### config.mk
export PLATFORM = sky130hd
export DESIGN_NAME = d8m_pattern_tx_flat
export DESIGN_NICKNAME = d
export VERILOG_FILES = /design/src/rtl/d8m_pkg.sv /design/src/rtl/d8m_pattern_tx_if.sv /design/src/rtl/d8m_pattern_gen.sv /design/src/rtl/d8m_pattern_tx.sv /design/src/flat_wrapper.sv
export SDC_FILE = /design/constraint.sdc
export NUM_CORES = 1
export LEC_CHECK = 0
export CORE_AREA = 8 8 118 174
export DETAILED_ROUTE_END_ITERATION = 16
export DIE_AREA = 0 0 126 182
export PLACE_DENSITY_LB_ADDON = 0.1
export SLEW_MARGIN = 20
export SYNTH_ARGS = -nofsm -noshare
export SYNTH_HDL_FRONTEND = slang
export SYNTH_SLANG_ARGS = --single-unit
### constraint.sdc
create_clock -name clk -period 4.5 [get_ports clk]
set_input_delay 1.125 -clock clk [delete_from_list [all_inputs] [get_ports clk]]
set_output_delay 1.125 -clock clk [all_outputs]
set_load 0.03 [all_outputs]
### src/rtl/d8m_pkg.sv
// ---------------------------------------------------------------------------
// d8m_pkg
// Types and constants shared by the D8M pattern transmitter and the
// camera-path bench monitor.
//   PIX_W    : pixel data width on the D8M parallel bus
//   state_e  : timing FSM states of the transmitter
//   pat_e    : pattern_sel encodings
// ---------------------------------------------------------------------------
package d8m_pkg;

  localparam int PIX_W = 10;

  localparam logic [PIX_W-1:0] PIX_HI = '1;
  localparam logic [PIX_W-1:0] PIX_LO = '0;

  typedef enum logic [2:0] {
    IDLE   = 3'd0,
    LEAD   = 3'd1,
    ACTIVE = 3'd2,
    BLANK  = 3'd3,
    TAIL   = 3'd4
  } state_e;

  typedef enum logic [1:0] {
    PAT_RAMP  = 2'd0,
    PAT_BARS  = 2'd1,
    PAT_CHECK = 2'd2,
    PAT_COUNT = 2'd3
  } pat_e;

endpackage

### src/rtl/d8m_pattern_tx_if.sv
// ---------------------------------------------------------------------------
// d8m_pattern_tx_if
// D8M parallel pixel bus (D/FVAL/LVAL).
//   pix_d : pixel data, meaningful only while lval=1
//   fval  : frame valid
//   lval  : line valid, only high while fval=1
// master = pattern transmitter, slave = camera receiver / monitor.
// ---------------------------------------------------------------------------
interface d8m_pattern_tx_if;
  import d8m_pkg::*;

  logic [PIX_W-1:0] pix_d;
  logic             fval;
  logic             lval;

  modport master (output pix_d, fval, lval);
  modport slave  (input  pix_d, fval, lval);

endinterface

### src/rtl/d8m_pattern_gen.sv
// ---------------------------------------------------------------------------
// d8m_pattern_gen
// Combinational pixel value for the current active pixel. The parent
// registers the result.
//   pat_sel : latched pattern for this frame
//   x       : active pixel index, low PIX_W bits
//   y_odd   : y[0], Bayer row parity
//   y_blk   : y[3], checker row block
//   bar     : colour bar index 0..7
//   fc      : frame count latched at frame start
//   pix     : pixel value
// ---------------------------------------------------------------------------
module d8m_pattern_gen
  import d8m_pkg::*;
(
  input  pat_e             pat_sel,
  input  logic [PIX_W-1:0] x,
  input  logic             y_odd,
  input  logic             y_blk,
  input  logic [2:0]       bar,
  input  logic [PIX_W-1:0] fc,
  output logic [PIX_W-1:0] pix
);

  logic bar_bit;

  // RGGB site select: R on even/even, B on odd/odd, G elsewhere.
  always_comb begin
    case ({y_odd, x[0]})
      2'b00:   bar_bit = bar[2];
      2'b11:   bar_bit = bar[0];
      default: bar_bit = bar[1];
    endcase
  end

  always_comb begin
    pix = PIX_LO;
    case (pat_sel)
      PAT_RAMP:  pix = x;
      PAT_BARS:  pix = bar_bit ? PIX_HI : PIX_LO;
      PAT_CHECK: pix = (x[3] ^ y_blk) ? PIX_HI : PIX_LO;
      PAT_COUNT: pix = fc;
      default:   pix = PIX_LO;
    endcase
  end

endmodule

### src/rtl/d8m_pattern_tx.sv
// ---------------------------------------------------------------------------
// d8m_pattern_tx
// Synthetic frame source for the D8M parallel pixel bus. Produces whole
// frames (no truncation) in the format consumed by the camera receiver.
//   clk         : pixel clock, rising edge
//   reset_n     : async assert, active-low
//   enable      : stream frames while high; a frame in flight always completes
//   pattern_sel : 0 ramp, 1 Bayer bars, 2 checker, 3 frame count
//   bus         : D8M bus master (pix_d, fval, lval)
//   frame_done  : one-cycle pulse on the cycle fval falls
//   frame_cnt   : completed frames since reset, wraps
//
// state  | meaning
// -------+---------------------------------------------------------------
// IDLE   | fval=0, gap counter runs; start when enabled and gap served
// LEAD   | fval=1, lval=0 for V_LEAD cycles before the first line
// ACTIVE | fval=1, lval=1 for H_ACTIVE pixels of line y
// BLANK  | fval=1, lval=0 for H_BLANK cycles between lines
// TAIL   | fval=1, lval=0 for V_TAIL cycles after the last line
// ---------------------------------------------------------------------------
module d8m_pattern_tx
  import d8m_pkg::*;
#(
  parameter int H_ACTIVE = 640,
  parameter int V_ACTIVE = 480,
  parameter int H_BLANK  = 160,
  parameter int V_LEAD   = 16,
  parameter int V_TAIL   = 16,
  parameter int V_GAP    = 64
) (
  input  logic                    clk,
  input  logic                    reset_n,
  input  logic                    enable,
  input  logic [1:0]              pattern_sel,
  d8m_pattern_tx_if.master        bus,
  output logic                    frame_done,
  output logic [15:0]             frame_cnt
);

  if (H_ACTIVE < 8 || (H_ACTIVE % 8) != 0 || H_ACTIVE > 65535) begin : g_bad_h_active
    $error("d8m_pattern_tx: H_ACTIVE must be a multiple of 8 in 8..65535");
  end
  if (V_ACTIVE < 1 || V_ACTIVE > 65535) begin : g_bad_v_active
    $error("d8m_pattern_tx: V_ACTIVE must be in 1..65535");
  end
  if (H_BLANK < 1 || H_BLANK > 65535) begin : g_bad_h_blank
    $error("d8m_pattern_tx: H_BLANK must be in 1..65535");
  end
  if (V_LEAD < 1 || V_LEAD > 65535) begin : g_bad_v_lead
    $error("d8m_pattern_tx: V_LEAD must be in 1..65535");
  end
  if (V_TAIL < 1 || V_TAIL > 65535) begin : g_bad_v_tail
    $error("d8m_pattern_tx: V_TAIL must be in 1..65535");
  end
  if (V_GAP < 1 || V_GAP > 65535) begin : g_bad_v_gap
    $error("d8m_pattern_tx: V_GAP must be in 1..65535");
  end

  localparam logic [15:0] X_LAST   = 16'(H_ACTIVE - 1);
  localparam logic [15:0] Y_LAST   = 16'(V_ACTIVE - 1);
  localparam logic [15:0] LEAD_LD  = 16'(V_LEAD - 1);
  localparam logic [15:0] BLANK_LD = 16'(H_BLANK - 1);
  localparam logic [15:0] TAIL_LD  = 16'(V_TAIL - 1);
  localparam logic [15:0] BAR_LD   = 16'(H_ACTIVE / 8 - 1);
  localparam logic [15:0] GAP_MAX  = 16'(V_GAP);

  state_e           state_q, state_d;
  logic [15:0]      tmr_q, tmr_d;
  logic [15:0]      x_q, x_d;
  logic [15:0]      y_q, y_d;
  logic [2:0]       bar_q, bar_d;
  logic [15:0]      bar_cnt_q, bar_cnt_d;
  logic [15:0]      gap_q, gap_d;
  logic [15:0]      gap_inc;
  pat_e             pat_q, pat_d;
  logic [PIX_W-1:0] fc_q, fc_d;
  logic [15:0]      frame_cnt_q, frame_cnt_d;

  logic             fval_q, fval_d;
  logic             lval_q, lval_d;
  logic             done_q, done_d;
  logic [PIX_W-1:0] pixel_q, pixel_d;
  logic [PIX_W-1:0] gen_pix;

  // ---- state register ----
  always_ff @(posedge clk or negedge reset_n) begin
    if (!reset_n) begin
      state_q     <= IDLE;
      tmr_q       <= '0;
      x_q         <= '0;
      y_q         <= '0;
      bar_q       <= '0;
      bar_cnt_q   <= '0;
      gap_q       <= GAP_MAX;  // saturated: first frame may start at once
      pat_q       <= PAT_RAMP;
      fc_q        <= '0;
      frame_cnt_q <= '0;
    end else begin
      state_q     <= state_d;
      tmr_q       <= tmr_d;
      x_q         <= x_d;
      y_q         <= y_d;
      bar_q       <= bar_d;
      bar_cnt_q   <= bar_cnt_d;
      gap_q       <= gap_d;
      pat_q       <= pat_d;
      fc_q        <= fc_d;
      frame_cnt_q <= frame_cnt_d;
    end
  end

  // gap_inc counts the current IDLE cycle, so a start decision on it yields
  // exactly V_GAP fval-low cycles between frames.
  assign gap_inc = (gap_q >= GAP_MAX) ? GAP_MAX : gap_q + 16'd1;

  // ---- next-state and counter logic ----
  always_comb begin
    state_d     = state_q;
    tmr_d       = tmr_q;
    x_d         = x_q;
    y_d         = y_q;
    bar_d       = bar_q;
    bar_cnt_d   = bar_cnt_q;
    gap_d       = gap_q;
    pat_d       = pat_q;
    fc_d        = fc_q;
    frame_cnt_d = frame_cnt_q;
    case (state_q)
      IDLE: begin
        gap_d = gap_inc;
        if (enable && gap_inc >= GAP_MAX) begin
          state_d = LEAD;
          tmr_d   = LEAD_LD;
          pat_d   = pat_e'(pattern_sel);
          fc_d    = frame_cnt_q[PIX_W-1:0];
        end
      end
      LEAD: begin
        if (tmr_q == '0) begin
          state_d   = ACTIVE;
          x_d       = '0;
          y_d       = '0;
          bar_d     = '0;
          bar_cnt_d = BAR_LD;
        end else begin
          tmr_d = tmr_q - 16'd1;
        end
      end
      ACTIVE: begin
        if (x_q == X_LAST) begin
          if (y_q == Y_LAST) begin
            state_d = TAIL;
            tmr_d   = TAIL_LD;
          end else begin
            state_d = BLANK;
            tmr_d   = BLANK_LD;
            y_d     = y_q + 16'd1;
          end
        end else begin
          x_d = x_q + 16'd1;
          // bar index advances every H_ACTIVE/8 pixels
          if (bar_cnt_q == '0) begin
            bar_d     = bar_q + 3'd1;
            bar_cnt_d = BAR_LD;
          end else begin
            bar_cnt_d = bar_cnt_q - 16'd1;
          end
        end
      end
      BLANK: begin
        if (tmr_q == '0) begin
          state_d   = ACTIVE;
          x_d       = '0;
          bar_d     = '0;
          bar_cnt_d = BAR_LD;
        end else begin
          tmr_d = tmr_q - 16'd1;
        end
      end
      TAIL: begin
        if (tmr_q == '0) begin
          state_d     = IDLE;
          gap_d       = '0;
          frame_cnt_d = frame_cnt_q + 16'd1;
        end else begin
          tmr_d = tmr_q - 16'd1;
        end
      end
      default: state_d = IDLE;
    endcase
  end

  d8m_pattern_gen u_gen (
    .pat_sel (pat_d),
    .x       (x_d[PIX_W-1:0]),
    .y_odd   (y_d[0]),
    .y_blk   (y_d[3]),
    .bar     (bar_d),
    .fc      (fc_d),
    .pix     (gen_pix)
  );

  // ---- output decode ----
  // Decoded from the next state so the registered bus lines up with state_q.
  always_comb begin
    fval_d  = (state_d != IDLE);
    lval_d  = (state_d == ACTIVE);
    pixel_d = lval_d ? gen_pix : PIX_LO;
    done_d  = (state_q == TAIL) && (state_d == IDLE);
  end

  always_ff @(posedge clk or negedge reset_n) begin
    if (!reset_n) begin
      fval_q  <= 1'b0;
      lval_q  <= 1'b0;
      done_q  <= 1'b0;
      pixel_q <= '0;
    end else begin
      fval_q  <= fval_d;
      lval_q  <= lval_d;
      done_q  <= done_d;
      pixel_q <= pixel_d;
    end
  end

  assign bus.pix_d  = pixel_q;
  assign bus.fval   = fval_q;
  assign bus.lval   = lval_q;
  assign frame_done = done_q;
  assign frame_cnt  = frame_cnt_q;

endmodule

### src/flat_wrapper.sv
// flat-port wrapper written by rule: the top's interface ports become plain ports
module d8m_pattern_tx_flat import d8m_pkg::*;
#(
  parameter int H_ACTIVE = 640,
  parameter int V_ACTIVE = 480,
  parameter int H_BLANK  = 160,
  parameter int V_LEAD   = 16,
  parameter int V_TAIL   = 16,
  parameter int V_GAP    = 64
)
  (clk, reset_n, enable, pattern_sel, frame_done, frame_cnt, bus_pix_d, bus_fval, bus_lval);
  d8m_pattern_tx_if bus_i ();
  input  logic clk;
  input  logic reset_n;
  input  logic enable;
  input  logic [1:0] pattern_sel;
  output logic frame_done;
  output logic [15:0] frame_cnt;
  output wire logic [$bits(bus_i.pix_d)-1:0] bus_pix_d;
  output wire logic [$bits(bus_i.fval)-1:0] bus_fval;
  output wire logic [$bits(bus_i.lval)-1:0] bus_lval;
  assign bus_pix_d = bus_i.pix_d;
  assign bus_fval = bus_i.fval;
  assign bus_lval = bus_i.lval;
  d8m_pattern_tx #(.H_ACTIVE(H_ACTIVE), .V_ACTIVE(V_ACTIVE), .H_BLANK(H_BLANK), .V_LEAD(V_LEAD), .V_TAIL(V_TAIL), .V_GAP(V_GAP)) u_core (.clk(clk), .reset_n(reset_n), .enable(enable), .pattern_sel(pattern_sel), .bus(bus_i), .frame_done(frame_done), .frame_cnt(frame_cnt));
endmodule
---- Word level (Yosys, flattened, before mapping) ----
Index checks and enable logic that the tools add are counted.
word-level totals
  memories kept ........................... 0
  flip-flop bits (word level) ............. 127
  bits in latches ......................... 0
  memory bits (writable) .................. 0
  output and inout bits ................... 29
  memory bits (read-only) ................. 0
cells by class
  add/subtract/negate cells ............... 7
  magnitude comparators ................... 2
  shift-type cells ........................ 0
  reductions and logical operators ........ 20
  $mul .................................... 0
  equal/unequal tests ..................... 19
  mux-type cells .......................... 38
  divide/modulo/power cells ............... 0
  bitwise logic cells ..................... 1
operators with widths
  operator                                                                              number
  16-bit 2-to-1 mux                                                                     13
  16-bit case mux with 2 select lines                                                   4
  16-bit by 1-bit adder with 16-bit output, second input constant                       4
  10-bit 2-to-1 mux                                                                     5
  16-bit case mux with 3 select lines                                                   1
  10-bit case mux with 4 select lines                                                   1
  16-bit by 7-bit greater-or-equal comparator with 1-bit output, second input constant  2
  16-bit zero test                                                                      2
  16-bit by 1-bit subtractor with 16-bit output, second input constant                  2
  3-bit 2-to-1 mux                                                                      8
  16-bit by 10-bit == test with 1-bit output, second input constant                     1
  16-bit by 9-bit == test with 1-bit output, second input constant                      1
  3-bit case mux with 4 select lines                                                    1
  2-bit by 1-bit != test with 1-bit output, second input constant                       5
  3-bit by 2-bit == test with 1-bit output, second input constant                       3
  8-bit 2-to-1 mux                                                                      1
  4-bit AND reduction                                                                   2
  2-bit == test, second input constant                                                  3
  3-bit zero test                                                                       2
  2-bit != test, second input constant                                                  3
  3-bit case mux with 2 select lines                                                    1
  2-bit nonzero test                                                                    3
  3-bit nonzero test                                                                    2
  2-bit zero test                                                                       2
  12 further kinds                                                                      15

---- Depth between registers and ports, before layout ----
Gate-level depths: netlist (run 1).
  depth in word-level cells ............... 9
  mapped depth ............................ 14
  gate-level depth less buffers ........... 14

---- Modules after synthesis ----
A second synthesis (run 1) with hierarchy kept.
unflattened totals
  cells, all modules ...................... 671
  area, all modules ....................... 6,353.6 um2
by module, submodules not included
  module           seq. area each (um2)  area an instance (um2)  cells an instance  times used
  d8m_pattern_tx   3,179.3               6,105.9                 626                1
  d8m_pattern_gen  0.0                   247.7                   45                 1

---- Least setup slack after synthesis (run 1) ----
Ideal clock, no wire load.
  kind .................................... reg-to-reg
  start point ............................. reg u_core.tmr_q[0]
  end point ............................... reg u_core.pixel_q[0] (netlist: u_core.bus.pix_d[0])
  clock period less this slack ............ 3,190 ps
  arrival time ............................ 3,062 ps
  library setup time ...................... 128 ps
  slack ................................... 1,310 ps
  cell stages (with the launch flop) ...... 15
  cells stage by stage .................... dfrtp_1 -> inv_1 -> ha_1 -> nor3b_2 -> nand3_1 -> or4_4 -> nand2_1 -> nand2_1 -> nand2_1 -> o21ai_0 -> ha_1 -> nand2b_1 -> a221o_1 -> a21oi_4 -> o21ai_1
between the ends
  longest elaborated chain between the ends .. 8
  elaborated cells between the ends (all ways) .. 19
  those cells by class .................... eq/ne: 2; mux: 14; bitwise: 1; reduce/logical: 2
RTL lines
  item                                                     line                   RTL
  start, declared                                          d8m_pattern_tx.sv:68   logic [15:0] tmr_q, tmr_d;
  start signal, assigned                                   d8m_pattern_tx.sv:100  tmr_q <= tmr_d;
  16-bit zero test *                                       d8m_pattern_tx.sv:139  if (tmr_q == '0) begin
  16-bit 2-to-1 mux *                                      d8m_pattern_tx.sv:139
  16-bit case mux with 2 select lines *                    d8m_pattern_tx.sv:128  case (state_q)
  named net u_core.u_gen.y_odd                             d8m_pattern_gen.sv:18  input logic y_odd,
  2-bit == test / 2-bit zero test (equally long branches)  d8m_pattern_gen.sv:29  case ({y_odd, x[0]})
  1-bit case mux with 2 select lines *                     d8m_pattern_gen.sv:29
  10-bit 2-to-1 mux *                                      d8m_pattern_gen.sv:40  PAT_BARS: pix = bar_bit ? PIX_HI : PIX_LO;
  10-bit case mux with 4 select lines *                    d8m_pattern_gen.sv:38  case (pat_sel)
  10-bit 2-to-1 mux *                                      d8m_pattern_tx.sv:208  pixel_d = lval_d ? gen_pix : PIX_LO;
  named net u_core.pixel_d[0]                              d8m_pattern_tx.sv:82   logic [PIX_W-1:0] pixel_q, pixel_d;
  end signal, assigned                                     d8m_pattern_tx.sv:222  pixel_q <= pixel_d;
  end, declared                                            d8m_pattern_tx.sv:82
Mark *: on every way through the listed nets, which the timed path passes. The rest lies on a longest branch. The select of a mux whose other input is x is not followed.
A chain may end at the register's enable or synchronous reset.

---- Worst setup path in the final report (run 1) ----
  start point ............................. reg u_core.tmr_q[0]
  end point ............................... reg u_core.pixel_q[3] (netlist: u_core.bus.pix_d[3])
Same word-level chain as after synthesis.

==> flow_metrics.env, run 1 <==
export IMPL_status="completed"
export IMPL_syn_inst=620
export IMPL_reg2regPathDepth=14
export IMPL_rsz0062_at_grt="no"
export IMPL_diodes=0
export IMPL_core_area_mm2=0.0179
export IMPL_syn_area_per_cell_um2=9.92
export IMPL_synth_mux_area_share_pct=2.54
export IMPL_worstPathRequired_ns=4.79
export IMPL_seq_area_mm2=0.00318
export IMPL_r2r_setup_slack_ns=0.82
export IMPL_antenna_left=0
export IMPL_wire_per_inst_um=16.3
export IMPL_clkTransAtPathRegs_ns=0.06
export IMPL_grt_pass1_wl_mm=24.3
export IMPL_synth_xor_area_share_pct=6.12
export IMPL_numCtsBuffers=17
export IMPL_synthesis_nets=635
export IMPL_cts_buffer_depth=2
export IMPL_multi_input_area_mm2=0.00285
export IMPL_cp_arrival_ns=3.97
export IMPL_synth_edf_count=0
export IMPL_dpl_hpwl_mm=10.6
export IMPL_die_y_um=182
export IMPL_synth_top_area_share_pct=51.2
export IMPL_post_cts_setup_buffers=0
export IMPL_ys_types=70
export IMPL_clkLatencyLatePin_ns=0.42
export IMPL_final_core_util_pct=41.4
export IMPL_slew_viol_final=0
export IMPL_grt_pass1_vias=4745
export IMPL_firstDrtPassIters=4
export IMPL_hp_class="reg -> reg"
export IMPL_critPathLaunch="u_core.tmr_q[0]$_DFFE_PN0P_"
export IMPL_grt_total_usage_pct=13.3
export IMPL_min_period_over_period_pct=81.7
export IMPL_hold_path_startpoint="u_core.frame_cnt[15]$_DFFE_PN0P_"
export IMPL_gr_total_overflow=0
export IMPL_synth_top_family_by_area="simple AND/OR/NAND/NOR gates"
export IMPL_drcViolationCount=0
export IMPL_cts_tree="done"
export IMPL_grt_max_degree=81
export IMPL_drive_gt1_share_pct=11.5
export IMPL_wirelength_mm=14.6
export IMPL_gp_congestion=0.836
export IMPL_final_cell_mix="126 x dfrtp_1, 78 x nor2_1, 69 x nand2_1, 39 x o21ai_0, 32 x clkdlybuf4s50_1"
export IMPL_num_vias=4715
export IMPL_ctsResizeCount=0
export IMPL_synth_area_leaders="dfrtp_1 51%, nor2_1 4.8%, nand2_1 4.2%"
export IMPL_holdPathStages=1
export IMPL_std_cell_rows=60
export IMPL_yosysSeqAreaShare_pct=51.7
export IMPL_die_w_um=126
export IMPL_fill_cells=1794
export IMPL_slew_headroom_pct=43.1
export IMPL_layout_cells_most_common="dfrtp_1"
export IMPL_synth_compound_area_share_pct=12.0
export IMPL_yosys_area_share_simple_pct=23.6
export IMPL_skew_ns=0.00810
export IMPL_critPathMaxFanout=10
export IMPL_reg2reg_from="u_core.tmr_q[0]$_DFFE_PN0P_"
export IMPL_p_per_area_mw_per_mm2=359
export IMPL_crit_type="reg -> reg"
export IMPL_initial_utilization_pct=34.4
export IMPL_startpoint_type="register"
export IMPL_synth_largest_area_cell="dfrtp_1"
export IMPL_via_per_inst=5.26
export IMPL_fmax_mhz=272
export IMPL_p_leak_uw=0.00328
export IMPL_dieArea_mm2=0.0229
export IMPL_antenna_found_initial=0
export IMPL_synth_main_ff_cell="dfrtp_1"
export IMPL_finalSetupViolations=0
export IMPL_min_period_ns=3.68
export IMPL_final_setup_tns_ns=0
export IMPL_maxCapViolCount=0
export IMPL_nNetsFinal=681
export IMPL_end_kind="register"
export IMPL_port_buffer_count=33
export IMPL_synthAdderAreaFrac_pct=2.03
export IMPL_ys_async_sr_fraction_pct=100
export IMPL_timing_hold_violations_final=0
export IMPL_cts_max_level=4
export IMPL_ios=34
export IMPL_postCtsHoldBufs=0
export IMPL_clock_sinks=127
export IMPL_initialDrtViolationCount=245
export IMPL_synth_area_mm2=0.00615
export IMPL_ys_ff_latch=127
export IMPL_irDropWorstVdd_mv=0.163
export IMPL_ys_warn_count=0
export IMPL_worstMarginPinSlew_ns=0.854
export IMPL_synthToLayoutAreaGrowth_pct=20.1
export IMPL_cts_root_buf="clkbuf_16"
==> final timing paths <==
kind                                               endpoint
hold reg to reg            u_core.frame_cnt[15]$_DFFE_PN0P_
setup / recovery              u_core.bus.pix_d[3]$_DFF_PN0_
hold / removal             u_core.frame_cnt[15]$_DFFE_PN0P_
min in group asynchronous        u_core.y_q[11]$_DFFE_PN0P_
setup reg to reg              u_core.bus.pix_d[3]$_DFF_PN0_
max in group asynchronous        u_core.x_q[14]$_DFFE_PN0P_
==> state kept, by name (all words and copies together) (netlist names), 3 cells and up <==
signal            cells
u_core.bar_q          3
u_core.x_q           16
u_core.state_q        3
u_core.bus.pix_d     10
u_core.fc_q          10
u_core.y_q           16
u_core.tmr_q         16
u_core.bar_cnt_q     16
u_core.frame_cnt     16
u_core.gap_q         16
==> logic make-up after synthesis <==
| logic type | Yosys count |
|---|---|
| muxes | 14 |
| DFF | 127 |
| xor gates and xnor gates | 43 |
| AOI/OAI and AO/OA | 112 |
| buffers and inverters | 28 |
| and+or+nand+nor | 286 |
| adders and majority gates | 10 |
==> final cells by class <==
cell class / instances / share of cell area, %
clock buffer: 20 / 6.18
clock inverter: 12 / 2.46
inverter: 15 / 0.762
multi-input combinational: 465 / 38.6
sequential: 127 / 43.0
tap: 217 / 3.67
timing repair buffer: 40 / 5.32
==> worst max-delay path, cell delays in order (launching register included) <==
cell and delay [ns]:
dfrtp_1 0.41, inv_1 0.07, ha_1 0.20, nor3b_2 0.38
nand3_1 0.35, or4_4 0.55, nand2_1 0.08, nand2_1 0.08
nand2_1 0.10, o21ai_0 0.16, ha_1 0.33, nand2b_1 0.14
a221o_1 0.30, a21oi_4 0.28, o21ai_1 0.12
==> through the flow <==
stage / area, µm² / std cells / power [µW] / setup slack [ns] / hold slack (ns)
2_1_floorplan: 6150 / 620 / 1160 / 1.31 / 0.454
4_1_cts: 7390 / 896 / 2690 / 0.810 / 0.469
5_1_grt: 7390 / 896 / 2740 / 0.533 / 0.491
3_5_place_dp: 6750 / 864 / 1190 / 0.817 / 0.461
3_3_place_gp: 6750 / 864 / 1190 / 0.918 / 0.460
6_report: 7390 / 896 / 2650 / 0.824 / 0.462
==> Yosys cell counts, types with 3 or more instances <==
cell type    n
nand2_1     69
clkbuf_1     9
o21ai_1     11
nor4_1      12
nor2b_1      3
nor3b_1      4
o22ai_1      3
a21oi_1     15
nand3_1     25
o21ai_0     39
nor3_1      19
o31ai_1      8
or3_1        6
ha_1        10
o41ai_1      3
inv_1       13
a31oi_1      8
xor2_1      23
mux2_2      13
a22o_1       3
dfrtp_1    126
nor2_1      78
and3_1      12
nand2b_1    10
nand4_1     12
and2_1      11
xnor2_1     20
and4_1       4
==> report_power, final <==
| part | switching [µW] | internal (µW) | total [µW] |
|---|---|---|---|
| Clock | 519 | 960 | 1480 |
| Sequential | 0 | 1140 | 1140 |
| Combinational | 22.9 | 4.67 | 27.6 |
==> routing by layer <==
layer,wire length [µm],share of wire (%),track usage (%),vias up
li1,-,-,-,2284
met1,6270,43,14.8,2324
met2,7350,50,23.5,82
met3,552,3.8,3.11,25
met4,391,2.7,6.28,0
met5,0,0,0,-
Power figures use the tool's default switching activity.
==> run 2: changes to the inputs <==
==> constraint.sdc (replaced) <==
create_clock -name clk -period 3.9 [get_ports clk]
set_input_delay 0.975 -clock clk [delete_from_list [all_inputs] [get_ports clk]]
set_output_delay 0.975 -clock clk [all_outputs]
set_load 0.03 [all_outputs]
==> run 2 against run 1 <==
Hold slack about the same. Total power increased by 10%. Utilization about the same. Critical path type unchanged.
==> flow_metrics.env, run 2 (synthesized netlist as in run 1, its figures left out) <==
export IMPL_cts_max_level=4
export IMPL_core_area_mm2=0.0179
export IMPL_clkTransAtPathRegs_ns=0.06
export IMPL_fin_ws_ns=0.448
export IMPL_drive_gt1_share_pct=12.2
export IMPL_skew_ns=0.00786
export IMPL_diodes=0
export IMPL_p_per_area_mw_per_mm2=396
export IMPL_port_buffer_count=33
export IMPL_worst_hold_slack_ns=0.462
export IMPL_holdPathStages=1
export IMPL_wire_per_inst_um=16.2
export IMPL_cts_buffer_depth=2
export IMPL_hold_end="u_core.frame_cnt[15]$_DFFE_PN0P_"
export IMPL_min_period_ns=3.45
export IMPL_final_cell_mix="126 x dfrtp_1, 78 x nor2_1, 69 x nand2_1, 39 x o21ai_0, 32 x clkdlybuf4s50_1"
export IMPL_slew_headroom_pct=41.8
export IMPL_wirelength_mm=14.6
export IMPL_ctsResizeCount=0
export IMPL_min_period_over_period_pct=88.5
export IMPL_cts_root_buf="clkbuf_16"
export IMPL_status="completed"
export IMPL_num_vias=4697
export IMPL_rsz0062_at_grt="no"
export IMPL_startpoint_type="register"
export IMPL_maxCapViolCount=0
export IMPL_end_kind="register"
export IMPL_fmax_mhz=290
export IMPL_gp_congestion=0.806
export IMPL_p_leak_uw=0.00328
export IMPL_layout_cells_most_common="dfrtp_1"
export IMPL_std_cell_rows=60
export IMPL_synthToLayoutAreaGrowth_pct=19.9
export IMPL_numCtsBuffers=17
export IMPL_antenna_found_initial=0
export IMPL_hp_class="reg -> reg"
export IMPL_hold_path_startpoint="u_core.frame_cnt[15]$_DFFE_PN0P_"
export IMPL_antenna_left=0
export IMPL_worstMarginPinSlew_ns=0.874
export IMPL_initial_utilization_pct=34.4
export IMPL_r2r_setup_slack_ns=0.45
export IMPL_gr_total_overflow=0
export IMPL_via_per_inst=5.22
export IMPL_critPathMaxFanout=10
export IMPL_nNetsFinal=686
export IMPL_firstDrtPassIters=4
export IMPL_initialDrtViolationCount=392
export IMPL_dp_slack_ns=0.493
export IMPL_timing_hold_violations_final=0
export IMPL_clock_sinks=127
export IMPL_crit_type="reg -> reg"
export IMPL_grt_pass1_wl_mm=25.1
export IMPL_reg2reg_from="u_core.tmr_q[12]$_DFFE_PN0P_"
export IMPL_finalPower_uw=2920
export IMPL_die_w_um=126
export IMPL_die_y_um=182
export IMPL_slew_viol_final=0
export IMPL_cp_arrival_ns=3.74
export IMPL_r2r_end="u_core.bus.pix_d[7]$_DFF_PN0_"
export IMPL_drcViolationCount=0
export IMPL_dieArea_mm2=0.0229
export IMPL_reg2regPathDepth=12
export IMPL_worstPathRequired_ns=4.19
export IMPL_ios=34
export IMPL_dpl_hpwl_mm=10.6
export IMPL_grt_total_usage_pct=13.6
export IMPL_clkLatencyLatePin_ns=0.42
export IMPL_grt_max_degree=57
export IMPL_cts_tree="done"
export IMPL_irDropWorstVdd_mv=0.214
export IMPL_final_setup_tns_ns=0
export IMPL_finalSetupViolations=0
export IMPL_grt_pass1_vias=4796
export IMPL_post_cts_setup_buffers=0
export IMPL_postCtsHoldBufs=0
run 2: worst max path at each step:
| stage | from | endpoint | slack (ns) | cells after the start |
|---|---|---|---|---|
| floorplan | u_core.tmr_q[0]$_DFFE_PN0P_ | u_core.bus.pix_d[0]$_DFF_PN0_ | 0.71 | 14 |
| finish | u_core.tmr_q[12]$_DFFE_PN0P_ | u_core.bus.pix_d[7]$_DFF_PN0_ | 0.45 | 12 |
| detailed placement | u_core.tmr_q[12]$_DFFE_PN0P_ | u_core.bus.pix_d[7]$_DFF_PN0_ | 0.49 | 12 |
| global placement | u_core.tmr_q[12]$_DFFE_PN0P_ | u_core.bus.pix_d[7]$_DFF_PN0_ | 0.56 | 12 |
| CTS | u_core.tmr_q[12]$_DFFE_PN0P_ | u_core.bus.pix_d[7]$_DFF_PN0_ | 0.45 | 12 |
| global route | u_core.x_q[0]$_DFF_PN0_ | u_core.bus.pix_d[1]$_DFF_PN0_ | 0.28 | 11 |
run 2: area by class of cell:
| type | instances | area [µm²] |
|---|---|---|
| clock buffers | 21 | 480 |
| clock inverters | 10 | 111 |
| flip-flops and latches | 127 | 3180 |
| inverters | 15 | 56.3 |
| well taps | 217 | 272 |
| multi-input cells | 465 | 2850 |
| repair buffers | 45 | 430 |
| fillers | 1765 | 10500 |
run 2: critical path, cell delays in order, from the launching register on:
cell	delay (ns)
dfrtp_1	0.42
or3_1	0.46
or2_4	0.29
or4_4	0.53
nand2_1	0.09
nand2_1	0.08
nand2_1	0.07
o21ai_0	0.18
ha_1	0.35
nand2b_1	0.14
a221o_1	0.30
a21oi_4	0.29
o21ai_1	0.13
run 2: where the power goes:
group	total (µW)	switching [µW]	internal, µW
clock network	1570	574	999
logic	32.7	26.7	6.05
registers	1320	0	1320
run 2: metal layers:
layer	share of wire, %	track usage (%)	vias up
met5	0	0	-
met4	1.9	5.36	0
met3	2.8	3.02	22
met2	52	24.1	65
met1	43	15.5	2317
li1	-	-	2293
run 2: metrics by stage:
stage                     util (%)  instance area [µm²]  std cells
after global placement        38.0                 6790        869
after floorplan                  -                 6150        620
after detailed placement      38.0                 6790        869
final                         41.3                 7380        900
after CTS                     41.3                 7380        900
after global routing          41.3                 7380        900
